$ cat src/rtl/ahb_pkg.sv
// Shared AHB-Lite encodings and the address-phase bundle held per master.
package ahb_pkg;

  localparam int HADDR_W = 32;
  localparam int HSIZE_W = 4;

  typedef enum logic [1:0] {
    HTRANS_IDLE   = 2'b00,
    HTRANS_BUSY   = 2'b01,
    HTRANS_NONSEQ = 2'b10,
    HTRANS_SEQ    = 2'b11
  } htrans_e;

  localparam logic HRESP_OKAY  = 1'b0;
  localparam logic HRESP_ERROR = 1'b1;

  typedef struct packed {
    logic [HADDR_W-1:0] addr;
    logic [HSIZE_W-1:0] size;
    logic               write;
  } ahb_addr_t;

endpackage

$ cat src/rtl/ahb_rr_arb_rr_pick.sv
// Rotating-priority picker: first set request at or above i_ptr, wrapping to 0.
// Purely combinational; o_gnt is one-hot or zero.
module rr_pick #(
  parameter int N  = 4,
  parameter int PW = $clog2(N)
) (
  input  logic [N-1:0]  i_req,
  input  logic [PW-1:0] i_ptr,
  output logic [N-1:0]  o_gnt
);

  logic [PW-1:0] w_idx;

  // Walk offsets from farthest to nearest so the nearest hit overwrites the rest.
  always_comb begin
    o_gnt = '0;
    w_idx = '0;
    for (int k = N - 1; k >= 0; k--) begin
      w_idx = PW'((int'(i_ptr) + k) % N);
      if (i_req[w_idx]) begin
        o_gnt        = '0;
        o_gnt[w_idx] = 1'b1;
      end
    end
  end

endmodule

$ cat src/rtl/ahb_rr_arb.sv
// Round-robin arbiter sharing one AHB-Lite slave among NUM_MASTERS masters.
// Losing requests park in per-master hold registers; a stalled address phase is locked.
module ahb_rr_arb
  import ahb_pkg::*;
#(
  parameter int NUM_MASTERS = 4,
  parameter int DWIDTH      = 32
) (
  input  logic                                   hclk,
  input  logic                                   hresetn,
  input  logic [NUM_MASTERS-1:0][1:0]            htrans_m,
  input  logic [NUM_MASTERS-1:0][HADDR_W-1:0]    haddr_m,
  input  logic [NUM_MASTERS-1:0][HSIZE_W-1:0]    hsize_m,
  input  logic [NUM_MASTERS-1:0]                 hwrite_m,
  input  logic [NUM_MASTERS-1:0][DWIDTH-1:0]     hwdata_m,
  output logic [NUM_MASTERS-1:0][DWIDTH-1:0]     hrdata_m,
  output logic [NUM_MASTERS-1:0]                 hready_m,
  output logic [NUM_MASTERS-1:0]                 hresp_m,
  output logic                                   hsel_s,
  output logic [HADDR_W-1:0]                     haddr_s,
  output logic [HSIZE_W-1:0]                     hsize_s,
  output logic                                   hwrite_s,
  output logic [DWIDTH-1:0]                      hwdata_s,
  input  logic [DWIDTH-1:0]                      hrdata_s,
  input  logic                                   hready_s,
  input  logic                                   hresp_s,
  output logic [NUM_MASTERS-1:0]                 grant_o
);

  localparam int PW = $clog2(NUM_MASTERS);

  ahb_addr_t               r_hold [NUM_MASTERS];
  logic [NUM_MASTERS-1:0]  r_hold_vld;
  logic                    r_lock_vld;
  logic [PW-1:0]           r_lock_idx;
  logic                    r_dp_vld;
  logic [PW-1:0]           r_dp_own;
  logic [PW-1:0]           r_rr_ptr;

  ahb_addr_t               w_live [NUM_MASTERS];
  ahb_addr_t               w_win_addr;
  logic [NUM_MASTERS-1:0]  w_live_req;
  logic [NUM_MASTERS-1:0]  w_cand;
  logic [NUM_MASTERS-1:0]  w_pick;
  logic [PW-1:0]           w_pidx;
  logic [PW-1:0]           w_win;
  logic                    w_any;
  logic                    w_acc;
  logic                    w_unused_htrans;

  // SEQ and NONSEQ are treated alike, so only bit 1 of htrans matters.
  always_comb begin
    w_unused_htrans = 1'b0;
    for (int i = 0; i < NUM_MASTERS; i++) begin
      w_unused_htrans = w_unused_htrans ^ htrans_m[i][0];
      w_live[i]       = '{addr: haddr_m[i], size: hsize_m[i], write: hwrite_m[i]};
      if (r_hold_vld[i])
        hready_m[i] = 1'b0;
      else if (r_dp_vld && (r_dp_own == PW'(i)))
        hready_m[i] = hready_s;
      else
        hready_m[i] = 1'b1;
      w_live_req[i] = hresetn && htrans_m[i][1] && hready_m[i];
    end
  end

  assign w_cand = r_hold_vld | w_live_req;

  rr_pick #(.N(NUM_MASTERS), .PW(PW)) u_pick (
    .i_req (w_cand),
    .i_ptr (r_rr_ptr),
    .o_gnt (w_pick)
  );

  // A presented-but-stalled winner keeps the slot regardless of the picker.
  always_comb begin
    w_pidx = '0;
    for (int i = 0; i < NUM_MASTERS; i++)
      if (w_pick[i]) w_pidx = PW'(i);
    w_win      = r_lock_vld ? r_lock_idx : w_pidx;
    w_any      = r_lock_vld || (|w_cand);
    w_win_addr = r_hold_vld[w_win] ? r_hold[w_win] : w_live[w_win];
    w_acc      = w_any && hready_s;

    hsel_s   = w_any;
    haddr_s  = w_any ? w_win_addr.addr  : '0;
    hsize_s  = w_any ? w_win_addr.size  : '0;
    hwrite_s = w_any ? w_win_addr.write : 1'b0;
    for (int i = 0; i < NUM_MASTERS; i++)
      grant_o[i] = w_any && (w_win == PW'(i));
  end

  always_comb begin
    hwdata_s = r_dp_vld ? hwdata_m[r_dp_own] : '0;
    for (int i = 0; i < NUM_MASTERS; i++) begin
      if (r_dp_vld && (r_dp_own == PW'(i))) begin
        hrdata_m[i] = hrdata_s;
        hresp_m[i]  = hresp_s;
      end else begin
        hrdata_m[i] = '0;
        hresp_m[i]  = HRESP_OKAY;
      end
    end
  end

  always_ff @(posedge hclk or negedge hresetn) begin
    if (!hresetn) begin
      r_hold_vld <= '0;
      for (int i = 0; i < NUM_MASTERS; i++) r_hold[i] <= '0;
      r_lock_vld <= 1'b0;
      r_lock_idx <= '0;
      r_dp_vld   <= 1'b0;
      r_dp_own   <= '0;
      r_rr_ptr   <= '0;
    end else begin
      // Any live request not accepted this cycle was already seen by its master as taken.
      for (int i = 0; i < NUM_MASTERS; i++) begin
        if (w_acc && (w_win == PW'(i))) begin
          r_hold_vld[i] <= 1'b0;
        end else if (w_live_req[i]) begin
          r_hold_vld[i] <= 1'b1;
          r_hold[i]     <= w_live[i];
        end
      end

      if (w_any && !hready_s) begin
        r_lock_vld <= 1'b1;
        r_lock_idx <= w_win;
      end else begin
        r_lock_vld <= 1'b0;
      end

      if (w_acc) begin
        r_dp_vld <= 1'b1;
        r_dp_own <= w_win;
        r_rr_ptr <= (w_win == PW'(NUM_MASTERS - 1)) ? '0 : w_win + 1'b1;
      end else if (hready_s) begin
        r_dp_vld <= 1'b0;
      end
    end
  end

endmodule

$ cat config.mk
export PLATFORM = sky130hd
export DESIGN_NAME = ahb_rr_arb
export DESIGN_NICKNAME = d
export VERILOG_FILES = /design/src/rtl/ahb_pkg.sv /design/src/rtl/ahb_rr_arb_rr_pick.sv /design/src/rtl/ahb_rr_arb.sv
export SDC_FILE = /design/constraint.sdc
export NUM_CORES = 1
export LEC_CHECK = 0
export ABC_AREA = 1
export BUFFER_PORTS_ARGS = -buffer_cell sky130_fd_sc_hd__buf_2
export CAP_MARGIN = 0
export CORE_AREA = 2 2 207 209
export DETAILED_ROUTE_END_ITERATION = 10
export DIE_AREA = 0 0 209 211
export PLACE_DENSITY_LB_ADDON = 0.2
export SLEW_MARGIN = 10
export SYNTH_ARGS = -nofsm -noshare
export SYNTH_HDL_FRONTEND = slang
export SYNTH_HIERARCHICAL = 1
export SYNTH_SLANG_ARGS = --single-unit
$ cat constraint.sdc
create_clock -name hclk -period 5.3 [get_ports hclk]
set_clock_uncertainty 0.1 [all_clocks]
set_input_delay 1.06 -clock hclk [delete_from_list [all_inputs] [get_ports hclk]]
set_output_delay 1.06 -clock hclk [all_outputs]
set_load 0.02 [all_outputs]
# Yosys cells after proc, flatten, opt, wreduce, memory -nomap -nowiden
# Index checks and enable logic that the tools add are counted.
[op_classes] mul=0 reduce_logical=40 add_sub_neg=4 magnitude_cmp=11 n_eq_ne=6 n_shift=0 n_div=0 mux=67 n_bitwise=6
[op_table] operator="32-bit 2-to-1 mux" count=7
[op_table] operator="37-bit 2-to-1 mux" count=5
[op_table] operator="37-bit binary-select mux with 2-bit select" count=2
[op_table] operator="32-bit binary-select mux with 2-bit select" count=1
[op_table] operator="1-bit 2-to-1 mux" count=34
[op_table] operator="1-bit logical AND" count=26
[op_table] operator="4-bit 2-to-1 mux" count=5
[op_table] operator="2-bit by 3-bit < comparator with 1-bit output (second input constant)" count=6
[op_table] operator="1-bit binary-select mux with 2-bit select" count=5
[op_table] operator="2-bit nonzero test" count=5
[op_table] operator="1-bit demux with 2-bit select" count=4
[op_table] operator="2-bit == test (second input constant)" count=4
[op_table] operator="2-bit by 1-bit >= comparator with 1-bit output (second input constant)" count=4
[op_table] operator="2-bit 2-to-1 mux" count=4
[op_table] operator="2-bit AND reduction" count=4
[op_table] operator="2-bit by 1-bit adder with 2-bit output (second input constant)" count=2
[op_table] operator="2-bit adder (second input constant)" count=2
[op_table] operator="2-bit by 1-bit == test with 1-bit output (second input constant)" count=2
[op_table] operator="2-bit logical NOT" count=2
[op_table] operator="1-bit inverter" count=4
[op_table] operator="4-bit OR" count=1
[op_table] operator="4-bit OR reduction" count=1
[op_table] operator="3-bit >= comparator (second input constant)" count=1
[op_table] operator="2-bit inverter with 3-bit output" count=1
[op_table] operator="2 further kinds" count=2
[totals] input_bits=320 ff_bits=160 word_cells=155 romBits=0 latchBits=0 mem_count=0 ramBits=0

# Logic depth before layout (Yosys ltp)
[logic_depth] ltp_word=22 mapped_depth=29

# By module
# Netlist, hierarchy kept.
[modules_own_cells] module="ahb_rr_arb" area_per_inst_um2=11170.7 cells_per_inst=1810 n_inst=1
[modules_own_cells] module="rr_pick" area_per_inst_um2=422.9 cells_per_inst=74 n_inst=1

# Worst setup path before layout
# OpenSTA, ideal clock, no wires.
[synth_timing] kind="input port to output port" from="in hready_s" to="out grant_o[3]" slack_ps=451 cell_stages=20 arrival_time_ps=3689 path_buffers=3 cell_sequence="buf_2 > nor2_2 > o21bai_1 > nand2_1 > nand3_4 > nand3_1 > nand2_1 > clkinv_1 > nand2_1 > nand2_1 > nand2_1 > nor2_1 > nand2_1 > o21ai_1 > inv_1 > clkbuf_1 > buf_1 > ha_1 > inv_1 > nor2_1"
[synth_between] elab_cells_between_ends=33 classes_between="eq/ne: 1; mux: 24; bitwise: 1; reduce/logical: 7"
[synth_rtl] element="from (decl)" line_no="ahb_rr_arb.sv:25" source="input logic hready_s,"
[synth_rtl] element="1-bit 2-to-1 mux (*)" line_no="ahb_rr_arb.sv:59" source="else if (r_dp_vld && (r_dp_own == PW'(i)))"
[synth_rtl] element="1-bit 2-to-1 mux (*)" line_no="ahb_rr_arb.sv:57" source="if (r_hold_vld[i])"
[synth_rtl] element="1-bit logical AND (*)" line_no="ahb_rr_arb.sv:63" source="w_live_req[i] = hresetn && htrans_m[i][1] && hready_m[i];"
[synth_rtl] element="4-bit OR (*)" line_no="ahb_rr_arb.sv:67" source="assign w_cand = r_hold_vld | w_live_req;"
[synth_rtl] element="net w_cand[1]" line_no="ahb_rr_arb.sv:43" source="logic [NUM_MASTERS-1:0] w_cand;"
[synth_rtl] element="1-bit binary-select mux with 2-bit select" line_no="ahb_rr_arb_rr_pick.sv:20" source="if (i_req[w_idx]) begin"
[synth_rtl] element="1-bit 2-to-1 mux (not written as such)" line_no="ahb_rr_arb_rr_pick.sv:20"
[synth_rtl] element="4-bit 2-to-1 mux (3 in series)" line_no="ahb_rr_arb_rr_pick.sv:20"
[synth_rtl] element="4-bit 2-to-1 mux (*)" line_no="ahb_rr_arb_rr_pick.sv:20"
[synth_rtl] element="net w_pick[3]" line_no="ahb_rr_arb.sv:44" source="logic [NUM_MASTERS-1:0] w_pick;"
[synth_rtl] element="2-bit 2-to-1 mux (*)" line_no="ahb_rr_arb.sv:79" source="if (w_pick[i]) w_pidx = PW'(i);"
[synth_rtl] element="2-bit 2-to-1 mux (*)" line_no="ahb_rr_arb.sv:80" source="w_win = r_lock_vld ? r_lock_idx : w_pidx;"
[synth_rtl] element="net w_win[1]" line_no="ahb_rr_arb.sv:46" source="logic [PW-1:0] w_win;"
[synth_rtl] element="2-bit == test (*)" line_no="ahb_rr_arb.sv:90" source="grant_o[i] = w_any && (w_win == PW'(i));"
[synth_rtl] element="1-bit logical AND (*)" line_no="ahb_rr_arb.sv:90"
[synth_rtl] element="to (decl)" line_no="ahb_rr_arb.sv:27" source="output logic [NUM_MASTERS-1:0] grant_o"
# Mark *: on every way through the listed nets, which the timed path passes. The rest lies on a longest branch. The select of a mux whose other input is x is not followed.

# Final worst setup path
[layout_timing] from="in hready_s" to="out hsize_s[1]"
[layout_between] elab_cells_between_ends=42 classes_between="mux: 34; bitwise: 2; reduce/logical: 6"
[layout_rtl] element="1-bit 2-to-1 mux (*)" line_no="ahb_rr_arb.sv:59"
[layout_rtl] element="1-bit 2-to-1 mux (*)" line_no="ahb_rr_arb.sv:57"
[layout_rtl] element="1-bit logical AND (*)" line_no="ahb_rr_arb.sv:63"
[layout_rtl] element="4-bit OR (*)" line_no="ahb_rr_arb.sv:67"
[layout_rtl] element="net w_cand[0]" line_no="ahb_rr_arb.sv:43"
[layout_rtl] element="1-bit binary-select mux with 2-bit select" line_no="ahb_rr_arb_rr_pick.sv:20"
[layout_rtl] element="1-bit 2-to-1 mux (not written as such)" line_no="ahb_rr_arb_rr_pick.sv:20"
[layout_rtl] element="4-bit 2-to-1 mux (3 in series)" line_no="ahb_rr_arb_rr_pick.sv:20"
[layout_rtl] element="4-bit 2-to-1 mux (*)" line_no="ahb_rr_arb_rr_pick.sv:20"
[layout_rtl] element="net w_pick[2]" line_no="ahb_rr_arb.sv:44"
[layout_rtl] element="2-bit 2-to-1 mux (*) (2 in series)" line_no="ahb_rr_arb.sv:79"
[layout_rtl] element="2-bit 2-to-1 mux (*)" line_no="ahb_rr_arb.sv:80"
[layout_rtl] element="2-bit inverter with 3-bit output (not written as such)" line_no="ahb_rr_arb.sv:82" source="w_win_addr = r_hold_vld[w_win] ? r_hold[w_win] : w_live[w_win];"
[layout_rtl] element="37-bit binary-select mux with 2-bit select" line_no="ahb_rr_arb.sv:82"
[layout_rtl] element="37-bit 2-to-1 mux (not written as such) (2 in series)" line_no="ahb_rr_arb.sv:82"
[layout_rtl] element="37-bit 2-to-1 mux (*)" line_no="ahb_rr_arb.sv:82"
[layout_rtl] element="4-bit 2-to-1 mux (*)" line_no="ahb_rr_arb.sv:87" source="hsize_s = w_any ? w_win_addr.size : '0;"
[layout_rtl] element="to (decl)" line_no="ahb_rr_arb.sv:21" source="output logic [HSIZE_W-1:0] hsize_s,"
# Marked as above.

==> run_results.csv <==
group,metric,value,unit
status,status,"complete, no violations",
setup_path,path_class,"in -> out",
setup_path,crit_arrival,3.93,ns
floorplanning,core-area,41760,µm²
detailed_routing,vias,14620,
clock_tree,root_buffer,"clkbuf_16",
clock_tree,cts_tree,"yes",
timing,period_needed,5.086,ns
clock_tree,clock-sinks,160,
cells_and_area,fillCellCount,4580,
power,peakVddDrop,0.0006359,V
detailed_routing,drt_drc_violations_left,0,
detailed_routing,wl_per_cell,19.65,µm
global_routing,grt_overflow_total,0,
worst_hold_path,hold_path_class,"in -> async",
cells_and_area,instances_no_fill,2903,
clock_tree,clkLatencyLatePin,0.43,ns
detailed_routing,drt-vias-per-instance,5.038,
global_routing,grt.total_usage,25.15,%
place,dpl.hpwl,39700,µm
cells_and_area,regArea,4008,µm²
yosys,yosysWarnings,6,
cells_and_area,multi_input_area,6686,µm²
clock_tree,numCtsBuffers,17,
floorplanning,die_height,211,µm
cells_and_area,area_growth,35.00,%
place,dp.cells,2850,
place,gp_congestion,0.8398,
power,power_per_cell_area,850.1,nW/µm²
place,portBuffers,525,
clock_tree,clk_pin_slew,0.07,ns
setup_path,cp_slowest_cell,"o21ai_4",
timing,timing.fmax,196.6,MHz
timing,grt_setup_unrepaired,"true",
global_routing,antenna_found_initial,10,
floorplanning,initial_core_util,27.63,%
power,power.total,13.24,mW
setup_path,worstPathRequired,4.14,ns
yosys,syn-num-nets,2204,
cells_and_area,layout-drive-gt1-share,28.71,%
floorplanning,io_pins,530,
yosys,synth.cell_area,11540,µm²
timing,hold_violations,0,
clock_tree,h-tree-depth,4,
cells_and_area,final_common_cell,"nand2_1",
floorplanning,die_w,209,µm
detailed_routing,routed_wl,57060,µm
clock_tree,cts_buffer_depth,2,
setup_path,worstSetupStartpointType,"input port",
yosys,syn_inst,1873,
global_routing,grt_pass1_vias,13840,
power,p_leak,8.926,nW
yosys,syn_area_per_cell,6.161,µm²
cells_and_area,fin_nets,2676,
timing,fin_crit_sh,95.96,%
setup_path,slowest_delay,0.23,ns
setup_path,end_kind,"primary output",
floorplanning,die_area,44100,µm²
run,maxCapViolCount,0,
global_routing,grt_max_degree,140,
timing,setup_viol,0,
floorplanning,row_count,75,
detailed_routing,first_pass_iters,6,
setup_path,path_cells,"buf_2 > inv_1 > nand3_1 > nand3_1 > nand2_1 > nand2_1 > nand3_2 > nand2_2 > o21ai_0 > inv_1 > nand2_1 > nand2_1 > inv_1 > nand2_1 > nand2_1 > o21ai_4 > buf_4 > o21ai_4 > nand2_2 > buf_4 > nand2_1 > nand2_1 > nor2_1 > buf_2",
timing,worstMarginPinSlew,1.127,ns
timing,relSlewSlack,24.66,%
setup_path,cp_max_fo,12,
detailed_routing,drt_iter0_markers,965,
timing,slew_viol_final,0,
setup_path,crit_top_cell,"nand2_1",
global_routing,grt_pass1_wl,84410,µm
detailed_routing,final_antenna_net_count,0,
cells_and_area,most-common-layout-cells,"nand2_1 (786), buf_2 (524), nand3_1 (409), nor2_1 (177), dfrtp_1 (157)",
[cell type report]
class                      instances  share of cell area (%)
antenna                            6                 0.09638
clock buffer                      20                   2.867
clock inverter                    12                  0.7148
inverter                          68                   1.719
multi-input combinational       1500                   42.92
sequential                       160                   25.72
tap                              539                   4.329
timing repair buffer             598                   21.63
[power by group]
part	switching, mW	internal [mW]
logic	6.75	3.19
registers	0.322	1.78
clock network	0.538	0.660
total	7.61	5.63
[path summary, 6_finish.rpt]
check                                 start  cells after the start          end  slack (ns)
worst min register to register  r_hold[126]                      2  r_hold[126]        0.37
min in group hclk               r_hold[126]                      2  r_hold[126]        0.37
worst max register to register     r_dp_vld                     28   r_hold[14]        1.36
max in group asynchronous           hresetn                      2  r_hold[105]        3.71
worst max-delay path               hready_s                     24   hsize_s[1]        0.21
worst min-delay path                hresetn                      1   r_hold[36]        0.36
[per-layer routing]
metal | global-route usage, % | share of wire [%] | vias to the layer above
li1 | - | - | 6968
met3 | 3.271 | 5.8 | 90
met2 | 46.14 | 51 | 613
met4 | 8.966 | 3.0 | 4
met5 | 0 | 0.047 | -
met1 | 30.07 | 40 | 6949
[timing repair]
item / in CTS / in global routing
buffers inserted: 0 / 12
hold buffers: 0 / 0
endpoints found under the setup margin: 0 / 41
resized for setup: 0 / 15
[through the flow]
| stage | util [%] | TNS [ns] | hold WS, ns | instance area [µm²] | worst slack (ns) |
|---|---|---|---|---|---|
| after floorplan | - | 0 | 0.3422 | 11540 | 0.4590 |
| after global placement | 35.42 | 0 | 0.3539 | 14790 | 0.1150 |
| after detailed placement | 35.42 | 0 | 0.3583 | 14790 | 0.1031 |
| after CTS | 36.76 | 0 | 0.3461 | 15350 | 0.05780 |
| after global routing | 37.29 | -0.05400 | 0.3455 | 15570 | -0.02123 |
| final | 37.31 | 0 | 0.3602 | 15580 | 0.2141 |
[registers in the layout, indices dropped and copies added (netlist names)]
register    flops
r_lock_idx      2
r_hold_vld      4
r_rr_ptr        2
r_lock_vld      1
r_dp_vld        1
r_dp_own        2
r_hold        148
[critical path: cells and delay by family]
family	cells	cell delay (ns)
compound gates	3	0.52
buf+inv	7	0.97
simple gates	14	1.35
(Power assumes the default switching activity.)
